### src/rtl/ofmap_collector.sv
// ofmap_collector: collects output-feature-map spike rows from the mesh output
// router, stores them per timestep, acknowledges each packet back toward the
// source PE, and serves registered host reads.
//
// Ports
//   clk, rst                          clock, synchronous active-high reset
//   in_valid / in_ready / in_data     inbound spike-row packet
//                                     fields: src node, timestep, row, spikes;
//                                     the low bits below the spikes are ignored
//   ack_valid / ack_ready / ack_data  write-acknowledge {row, src, ts}
//   rd_en / rd_ts / rd_row            host read request
//   rd_valid / rd_data                registered read response, one cycle later
//   done                              every (ts,row) entry written at least once
//   err_dup / err_range               sticky: duplicate row / row out of range
//   spike_cnt0 / spike_cnt1           per-timestep spike popcount totals
//                                     (present only with OFMAP_COLLECTOR_SPIKE_CNT_EN)
//   dbg_state                         current FSM state (IDLE=0, WRITE=1, ACK=2)
//
// Handshake: a transfer happens on a rising edge where valid and ready are both
// high; the sender holds valid and data stable until that edge.
//
// Optional feature macro: OFMAP_COLLECTOR_SPIKE_CNT_EN.
module ofmap_collector #(
  parameter int PKT_W   = 45,
  parameter int NODE_W  = 4,
  parameter int OUT_DIM = 21,
  parameter int TSTEPS  = 2
) (
  input  logic               clk,
  input  logic               rst,
  input  logic               in_valid,
  output logic               in_ready,
  input  logic [PKT_W-1:0]   in_data,
  output logic               ack_valid,
  input  logic               ack_ready,
  output logic [9:0]         ack_data,
  input  logic               rd_en,
  input  logic               rd_ts,
  input  logic [4:0]         rd_row,
  output logic               rd_valid,
  output logic [OUT_DIM-1:0] rd_data,
  output logic               done,
  output logic               err_dup,
  output logic               err_range,
`ifdef OFMAP_COLLECTOR_SPIKE_CNT_EN
  output logic [9:0]         spike_cnt0,
  output logic [9:0]         spike_cnt1,
`endif
  output logic [1:0]         dbg_state
);

  localparam int DEPTH   = TSTEPS * OUT_DIM;
  localparam int AW      = $clog2(DEPTH);
  localparam int CW      = $clog2(DEPTH + 1);
  localparam int SRC_LSB = PKT_W - NODE_W;
  localparam int TS_BIT  = SRC_LSB - 1;
  localparam int ROW_LSB = TS_BIT - 5;
  localparam int SPK_LSB = ROW_LSB - OUT_DIM;
  localparam logic [4:0] ROW_LIM = 5'(OUT_DIM);

  typedef enum logic [1:0] {IDLE = 2'd0, WRITE = 2'd1, ACK = 2'd2} state_t;

  state_t state, state_next;

  logic [NODE_W-1:0]  src_q;
  logic               ts_q;
  logic [4:0]         row_q;
  logic [OUT_DIM-1:0] spk_q;

  logic [OUT_DIM-1:0] mem [DEPTH];
  logic [DEPTH-1:0]   written;
  logic [CW-1:0]      count, count_next;

  logic          accept;
  logic          wr_in_range, do_write, count_inc;
  logic [AW-1:0] wr_idx, rd_idx;
  logic          rd_ok, rd_hit;
  logic          unused_bits;

  // Bits below the spike field carry nothing for this block.
  assign unused_bits = ^in_data[SPK_LSB-1:0];

  // Ready/valid outputs are forced low while reset is held, even before the
  // first reset edge has returned the FSM to IDLE.
  assign in_ready  = (state == IDLE) && !rst;
  assign ack_valid = (state == ACK) && !rst;
  assign accept    = in_valid && in_ready;
  assign ack_data  = {row_q, src_q[3:0], ts_q};
  assign dbg_state = state;

  always_ff @(posedge clk) begin
    if (rst) state <= IDLE;
    else     state <= state_next;
  end

  always_comb begin
    state_next = state;
    case (state)
      IDLE:    if (in_valid) state_next = WRITE;
      WRITE:   state_next = ACK;
      ACK:     if (ack_ready) state_next = IDLE;
      default: state_next = IDLE;
    endcase
  end

  always_ff @(posedge clk) begin
    if (accept) begin
      src_q <= in_data[SRC_LSB +: NODE_W];
      ts_q  <= in_data[TS_BIT];
      row_q <= in_data[ROW_LSB +: 5];
      spk_q <= in_data[SPK_LSB +: OUT_DIM];
    end
  end

  // Flat storage: entry (ts,row) lives at ts*OUT_DIM + row. The range check
  // keeps an out-of-range row from aliasing into the next timestep.
  assign wr_in_range = (row_q < ROW_LIM);
  assign wr_idx      = AW'(ts_q) * AW'(OUT_DIM) + AW'(row_q);
  assign do_write    = (state == WRITE) && wr_in_range && !rst;

  assign rd_ok  = (rd_row < ROW_LIM) && (int'(rd_ts) < TSTEPS);
  assign rd_idx = AW'(rd_ts) * AW'(OUT_DIM) + AW'(rd_row);
  // Entries not written since reset read back as zero.
  assign rd_hit = rd_ok ? written[rd_idx] : 1'b0;

  assign count_inc  = do_write && !written[wr_idx] && (count != CW'(DEPTH));
  assign count_next = count + CW'(count_inc);

  always_ff @(posedge clk) begin
    if (do_write) mem[wr_idx] <= spk_q;
  end

  always_ff @(posedge clk) begin
    if (rst) begin
      written   <= '0;
      count     <= '0;
      done      <= 1'b0;
      err_dup   <= 1'b0;
      err_range <= 1'b0;
      rd_valid  <= 1'b0;
      rd_data   <= '0;
    end else begin
      rd_valid <= rd_en;
      // Read uses the pre-edge memory, so a same-cycle write returns old data.
      rd_data  <= (rd_en && rd_hit) ? mem[rd_idx] : '0;
      if (state == WRITE) begin
        if (wr_in_range) begin
          if (written[wr_idx]) err_dup <= 1'b1;
          written[wr_idx] <= 1'b1;
        end else begin
          err_range <= 1'b1;
        end
      end
      count <= count_next;
      done  <= done || (count_next == CW'(DEPTH));
    end
  end

`ifdef OFMAP_COLLECTOR_SPIKE_CNT_EN
  always_ff @(posedge clk) begin
    if (rst) begin
      spike_cnt0 <= '0;
      spike_cnt1 <= '0;
    end else if (do_write) begin
      if (ts_q) spike_cnt1 <= spike_cnt1 + 10'($countones(spk_q));
      else      spike_cnt0 <= spike_cnt0 + 10'($countones(spk_q));
    end
  end
`endif

endmodule

### config.mk
export PLATFORM = sky130hd
export DESIGN_NAME = ofmap_collector
export DESIGN_NICKNAME = d
export VERILOG_FILES = /design/src/rtl/ofmap_collector.sv
export SDC_FILE = /design/constraint.sdc
export NUM_CORES = 1
export LEC_CHECK = 0
export CAP_MARGIN = 20
export CORE_UTILIZATION = 45
export CTS_CLUSTER_DIAMETER = 50
export DETAILED_ROUTE_END_ITERATION = 12
export HOLD_SLACK_MARGIN = 0.02
export SLEW_MARGIN = 15
export SYNTH_ARGS = -nofsm -noshare
export SYNTH_HDL_FRONTEND = slang
export SYNTH_SLANG_ARGS = --single-unit
### constraint.sdc
create_clock -name clk -period 7.9 [get_ports clk]
set_input_delay 1.58 -clock clk [delete_from_list [all_inputs] [get_ports clk]]
set_output_delay 1.58 -clock clk [all_outputs]
set_load 0.02 [all_outputs]
Yosys cells after proc, flatten, opt, wreduce, memory -nomap -nowiden
Memories as Yosys holds them, arrays and structs flattened. A register that Yosys moved wholly into a read port is not among the register bits.
Cells that the tools add are included.
{ "totals": {"output_inout_bits": 39, "elab_cells": 61, "in_bits": 56, "n_memories": 1, "regBits": 85, "mem_bits_rw": 882} }
{ "classes": {"magnitude_cmp": 5, "eq_ne": 6, "n_reduce_logical": 18, "n_addsub": 3, "mul": 2, "n_mux": 12, "bitwise_logic": 3} }
{ "mem_list": {"columns": ["memory", "depth", "width", "read_ports", "rd_clocked_by_memory_dff", "wr", "line", "rtl"], "rows": [
  ["mem", 42, 21, 1, 1, 1, "70", "logic [OUT_DIM-1:0] mem [DEPTH];"]
]} }
{ "ops": {"columns": ["operator", "n"], "rows": [
  ["$or 42x42->42", 1],
  ["$lt 6x7->1 const B", 2],
  ["$add 6x5->6", 2],
  ["$bmux 1 s6", 2],
  ["$mul 1x5->6 const B", 2],
  ["$lt 5x5->1 const B", 2],
  ["$logic_and 1x1->1", 9],
  ["$add 6x1->6", 1],
  ["$demux 1 s6", 1],
  ["$eq 6x6->1 const B", 1],
  ["$ge 6x1->1 const B", 1],
  ["$mux 1", 6],
  ["$ne 6x6->1 const B", 1],
  ["$pmux 2 s3", 1],
  ["$reduce_and 2->1", 3],
  ["$mux 2", 2],
  ["$ne 2x2->1 const B", 2],
  ["$reduce_and 3->1", 1],
  ["$eq 2x1->1 const B", 1],
  ["$eq 2x2->1 const B", 1],
  ["$logic_not 1->1", 2],
  ["$logic_not 2->1", 1],
  ["$not 1->1", 2],
  ["$reduce_or 2->1", 1],
  ["$logic_or 1x1->1", 1]
]} }

Depth between registers and ports, before layout
Gate-level depths: netlist of the first run.
{ "depth": {"word_depth": 10, "mapped_depth": 13, "ltp_nobuf": 12} }

Worst setup path before layout of the first run
Ideal clock, no wire load.
{ "synth_timing": {"path_kind": "input to output", "start": "input port rst", "end": "output port in_ready", "stages": 2, "arrival_time_ns": 2.292, "path_buffers": 1, "required_ns": 6.320, "setup_slack_ns": 4.028, "cell_sequence": "clkbuf_1 -> nor3_1"} }
{ "synth_via": {"elab_chain_cells": 2} }
{ "synth_rtl": {"columns": ["element", "line", "rtl"], "rows": [
  ["start, declared", "30", "input logic rst,"],
  ["$logic_not 1->1", "85", "assign in_ready = (state == IDLE) && !rst;"],
  ["$logic_and 1x1->1", "85", null],
  ["end, declared", "32", "output logic in_ready,"]
]} }
Every way passes these cells.

Worst setup path after layout of the first run
Ends and elaborated chain as after synthesis.

==> results.toml, run 1 <==
[worst_setup_path]
critPathBufInv = 2
cpMostUsedCell = "clkdlybuf4s50_1"
slowest_delay_ps = 680
r2r_start = "ts_q"
worstSetupEndpointType = "output port"
crit_chain = "clkdlybuf4s50_1 -> nor3_1 -> clkdlybuf4s50_1"
critPathLaunchType = "input port"
crit_arrival_ps = 3300
crit_fanout = 15
crit_type = "in2out"
r2r_slack_ps = 3460
timing.rr.end = "done"
reg2reg_depth = 10
required_ps = 6320
critPathTopFamily = "buffers and inverters"
cpMaxStageDelayCell = "clkdlybuf4s50_1"

[synthesis]
syn-instance-count = 1792
ys_ff_latch = 988
synth_top_area_share_pct = 71.1
synth.most_common_cell = "edfxtp_1"
syn_avg_cell_area_um2 = 21.5
synthArstFlopShare_pct = 0
synth_flop_cell = "edfxtp_1"
synth_mux_area_share_pct = 18.2
synth_xor_area_share_pct = 0.243
synth_top_family_by_area = "multiplexers"
synth_compound_gate_area_share_pct = 3.12
synth_common_cells = "edfxtp_1, mux4_2, mux2i_1"
ys_warn_count = 0
yosysSeqAreaShare_pct = 75.0
synth_top_cell_by_area = "edfxtp_1"
yosys-top-cells-area = "edfxtp_1, mux4_2, mux2i_1, dfxtp_1, o2bb2ai_1"
synth-simple-area-share_pct = 1.42
syn_nets = 1860
synth_edf_count = 913
synthAdderAreaFrac_pct = 0.389
netlist_area_um2 = 38500
synth_cell_type_count = 52

[power]
power-per-cell-area_nw_per_um2 = 259
ir_drop_mv = 0.214
leakage_nw = 14.2

[layout]
antenna_cells = 0
num-fill-cells = 6478
postLayoutCellArea_um2 = 44500
drive_gt1_share_pct = 27.4
nets = 2020
area_growth_pct = 15.6
multiInputGateArea_um2 = 9280
regArea_um2 = 28900
fin_cells = 3182
fin_util_pct = 52.9

[clock_network]
cts.clk_slew.worst_paths_ps = 60
insertion_delay_ps = 670
cts.sinks = 988
htree_levels = 3
clockBufferDepth = 3
root_buffer = "clkbuf_16"
cts_tree = "built"
post_cts_buffers = 0
cts-resized-gates = 0
hold_buffers = 0
cts_made_buffers = 108

[floorplanning]
die_w_um = 295
pin_count = 95
core_um2 = 84200
fp.dieArea_um2 = 86800
rows = 106
initial_core_util_pct = 45.8
die_y_um = 295

[sta]
hold_viol = 0
fmax_mhz = 205
post-route-period-util_pct = 61.7
slew_viol_final = 0
rsz0062_at_grt = "no"
period_minus_slack_ps = 4880
worst_slew_pin_slew_ps = 1080
finalClockSkew_ps = 29.2
setup_tns_ps = 0
slew_headroom_pct = 28.2
setup_violations = 0

[placed_design]
hpwl_um = 50700
placedCellCount = 2976
gp_congestion = 0.830
io_buffer_count = 80
place_area_um2 = 41100

[grt]
grt.total_usage_pct = 21.1
grt_pass1_wl_um = 130000
grt_overflow = 0
first_global_vias = 19016
antenna_found_initial = 0
grt_max_degree = 84

[drt]
dr_total_vias = 18571
postRouteWirelength_um = 90000
drt_iter0_drc = 1630
viasPerCell = 5.84
drcViolationCount = 0
routedWlPerCell_um = 28.3
postRouteAntennaNets = 0
dr.pass1.iters = 5

[worst_hold_path]
worstHoldEndpoint = "written[36]"
worstHoldPathCells = 1
hold_path_startpoint = "written[36]"
hold_class = "reg2reg"

[status]
run_status = "finished, final reports clean"

[job]
cap_violations = 0
==> worst max-delay path by stage <==
stage                  endpoint  cells after the start   from  slack, ps
floorplan              in_ready                      2    rst       4030
global placement    rd_data[16]                      9  rd_ts       2500
detailed placement  rd_data[16]                      9  rd_ts       2460
CTS                    in_ready                      3    rst       3010
global route           in_ready                      3    rst       2810
finish                 in_ready                      3    rst       3020
==> layout make-up <==
type,instances,share of cell area [%]
Clock buffer,149,6.59
Tap cell,1134,3.19
Inverter,6,0.0506
Clock inverter,57,1.22
Sequential cell,988,64.9
Multi-Input combinational cell,696,20.8
Timing Repair Buffer,152,3.21
==> cells in the final DEF, fill, tap and decap left out, drive strengths merged, types with 7 or more instances in the layout <==
| master | n |
|---|---|
| a21oi | 7 |
| o211ai | 22 |
| clkbuf | 149 |
| dfxtp | 75 |
| nand2 | 39 |
| mux2i | 154 |
| inv | 12 |
| a22oi | 21 |
| ha | 12 |
| clkdlybuf4s50 | 80 |
| mux2 | 25 |
| a211oi | 21 |
| buf | 72 |
| nor2 | 52 |
| mux4 | 231 |
| edfxtp | 913 |
| clkinv | 40 |
| o2bb2ai | 42 |
==> per-stage QoR <==
| step | setup slack (ps) | total power [mW] | hold slack [ps] |
|---|---|---|---|
| 2_1_floorplan | 4030 | 6.47 | 443 |
| 3_3_place_gp | 2500 | 6.79 | 457 |
| 3_5_place_dp | 2460 | 6.80 | 465 |
| 4_1_cts | 3010 | 11.6 | 482 |
| 5_1_grt | 2810 | 11.9 | 491 |
| 6_report | 3020 | 11.5 | 481 |
==> layer usage <==
layer  vias up  global-route usage (%)  share of wire, %
li1       7858                       -                 -
met2       659                    33.5                48
met5         -                       0                 0
met4         0                    6.48               3.0
met3       161                    3.51               5.8
met1      9893                    30.0                44
==> flip-flops by register name (all words and copies together), names as in the netlist, 2 cells and up <==
| signal | flops |
|---|---|
| dbg_state | 2 |
| rd_data | 21 |
| written | 42 |
| spk_q | 21 |
| src_q | 4 |
| row_q | 5 |
| count | 6 |
| mem | 882 |
==> power breakdown <==
part	internal (mW)	switching, mW	total, mW
logic	0.390	0.567	0.957
registers	5.71	0.00933	5.72
clock network	2.82	2.04	4.86
==> logic make-up after synthesis <==
kind of cell | Yosys count
fa+ha+maj | 12
xor+xnor | 9
buf+inv | 108
flops | 988
compound gates | 140
mux | 410
simple gates | 125
Note: power is estimated with default switching activity, not from simulation.
==> inputs of run 2 (changes only) <==
- clock period: 7.9 -> 4.7 ns (I/O delays scaled with it)
==> run 2 against run 1 <==
Net effect:
- die area stayed put
- clock power rose by 68%
- sequential power increased by 68%
- routed wire length decreased by 2.4%
- combinational power rose by 68%
- first-iteration DRC count decreased by 8.8%
- highest routed layer unchanged
- critical path depth rose by 9
- critical endpoint is now done
- global-route usage fell by 0.37 points
- sequential cell count is the same
==> results.toml, run 2 (same netlist as run 1, synthesis figures left out) <==
[grt]
grt_overflow = 0
grt.total_usage_pct = 20.7
antenna_found_initial = 1
grt_pass1_wl_um = 129000
grt_max_degree = 55
first_global_vias = 19425

[layout]
fin_cells = 3215
final_common_cell = "edfxtp_1"
drive_gt1_share_pct = 28.9
largest_reg_flops = 882
largest_register = "mem"
layout_common_cells = "edfxtp_1, mux4_2, mux2i_1"
largestRegisters = "mem: 882 flops, written: 42 flops"
nets = 2066
area_growth_pct = 16.5

[worst_hold_path]
worstHoldEndpoint = "written[26]"
hold_class = "reg2reg"
hold_path_startpoint = "written[26]"
worstHoldPathCells = 1

[sta]
rsz0062_at_grt = "no"
setup_violations = 0
post-route-period-util_pct = 88.5
period_minus_slack_ps = 4160
setup_tns_ps = 0
hold_viol = 0
worst_slew_pin_slew_ps = 1000
setup_ws_ps = 540
finalClockSkew_ps = 19.0
slew_headroom_pct = 32.8
fmax_mhz = 240
slew_viol_final = 0

[worst_setup_path]
required_ps = 5290
timing.rr.end = "done"
worstSetupEndpointType = "flop"
crit_arrival_ps = 4750
r2r_slack_ps = 540
r2r_start = "row_q[0]"
crit_type = "reg2reg"
crit_fanout = 7
reg2reg_depth = 12
critPathLaunchType = "flop"

[floorplanning]
pin_count = 95
fp.dieArea_um2 = 86800
initial_core_util_pct = 45.8
rows = 106
core_um2 = 84200
die_w_um = 295
die_y_um = 295

[placed_design]
hpwl_um = 51700
io_buffer_count = 80
placedCellCount = 3023
gp_congestion = 0.794
place_ws_ps = 510

[status]
run_status = "finished, final reports clean"

[drt]
drt_iter0_drc = 1487
dr_total_vias = 18619
drcViolationCount = 0
dr.pass1.iters = 4
postRouteAntennaNets = 0
postRouteWirelength_um = 87800
viasPerCell = 5.79
routedWlPerCell_um = 27.3

[power]
ir_drop_mv = 0.274
leakage_nw = 14.5
power-per-cell-area_nw_per_um2 = 431

[clock_network]
cts.clk_slew.worst_paths_ps = 60
cts_tree = "built"
insertion_delay_ps = 650
hold_buffers = 0
htree_levels = 3
clockBufferDepth = 3
cts.sinks = 988
post_cts_buffers = 0
root_buffer = "clkbuf_16"
cts_made_buffers = 107
cts-resized-gates = 0

[job]
cap_violations = 0
-- run 2: how the worst max path moves through the flow --
stage	endpoint	slack, ps	cells past startpoint	start
floorplan	done	980	12	row_q[0]
global placement	rd_data[20]	550	10	rd_ts
detailed placement	done	510	12	row_q[0]
CTS	done	500	12	row_q[0]
global route	done	360	12	row_q[0]
finish	done	540	12	row_q[0]
-- run 2: report_power, final --
part / total [mW] / switching [mW] / internal [mW]
sequential: 9.61 / 0.0158 / 9.60
clock: 8.15 / 3.28 / 4.87
combinational: 1.61 / 0.912 / 0.696
-- run 2: metrics by stage --
stage	hold WS, ps	instance area (um2)	power, mW	util [%]
finish	478	44900	19.4	53.3
global route	494	44900	20.0	53.3
CTS	481	44900	19.6	53.3
detailed placement	465	41500	11.4	49.2
global placement	457	41500	11.4	49.2
floorplan	443	38500	10.9	-
-- run 2: cell type report --
class | instances | area [um2]
multi-input combinational | 696 | 9190
tap | 1134 | 1420
inverter | 6 | 22.5
sequential | 988 | 28900
timing repair buffer | 199 | 1920
clock inverter | 48 | 513
fill | 6442 | 39300
clock buffer | 143 | 2910
antenna | 1 | 2.50
-- run 2: metal layers --
layer  track usage [%]  up-vias  wire length (um)
met3              4.60      119              6120
met2              33.5      591             42700
met5                 0        -                 0
met1              28.7     9979             37400
li1                  -     7930                 -
met4              5.06        0              1550
-- run 2: critical path, cell delays in order (launching register included) --
cell	delay (ps)
edfxtp_1	470
ha_1	610
buf_4	260
mux4_2	520
mux2i_1	210
a2111oi_0	100
a311o_1	360
nor4_1	380
ha_1	290
nand3_1	150
or3_1	380
a21oi_1	180
a32o_1	180
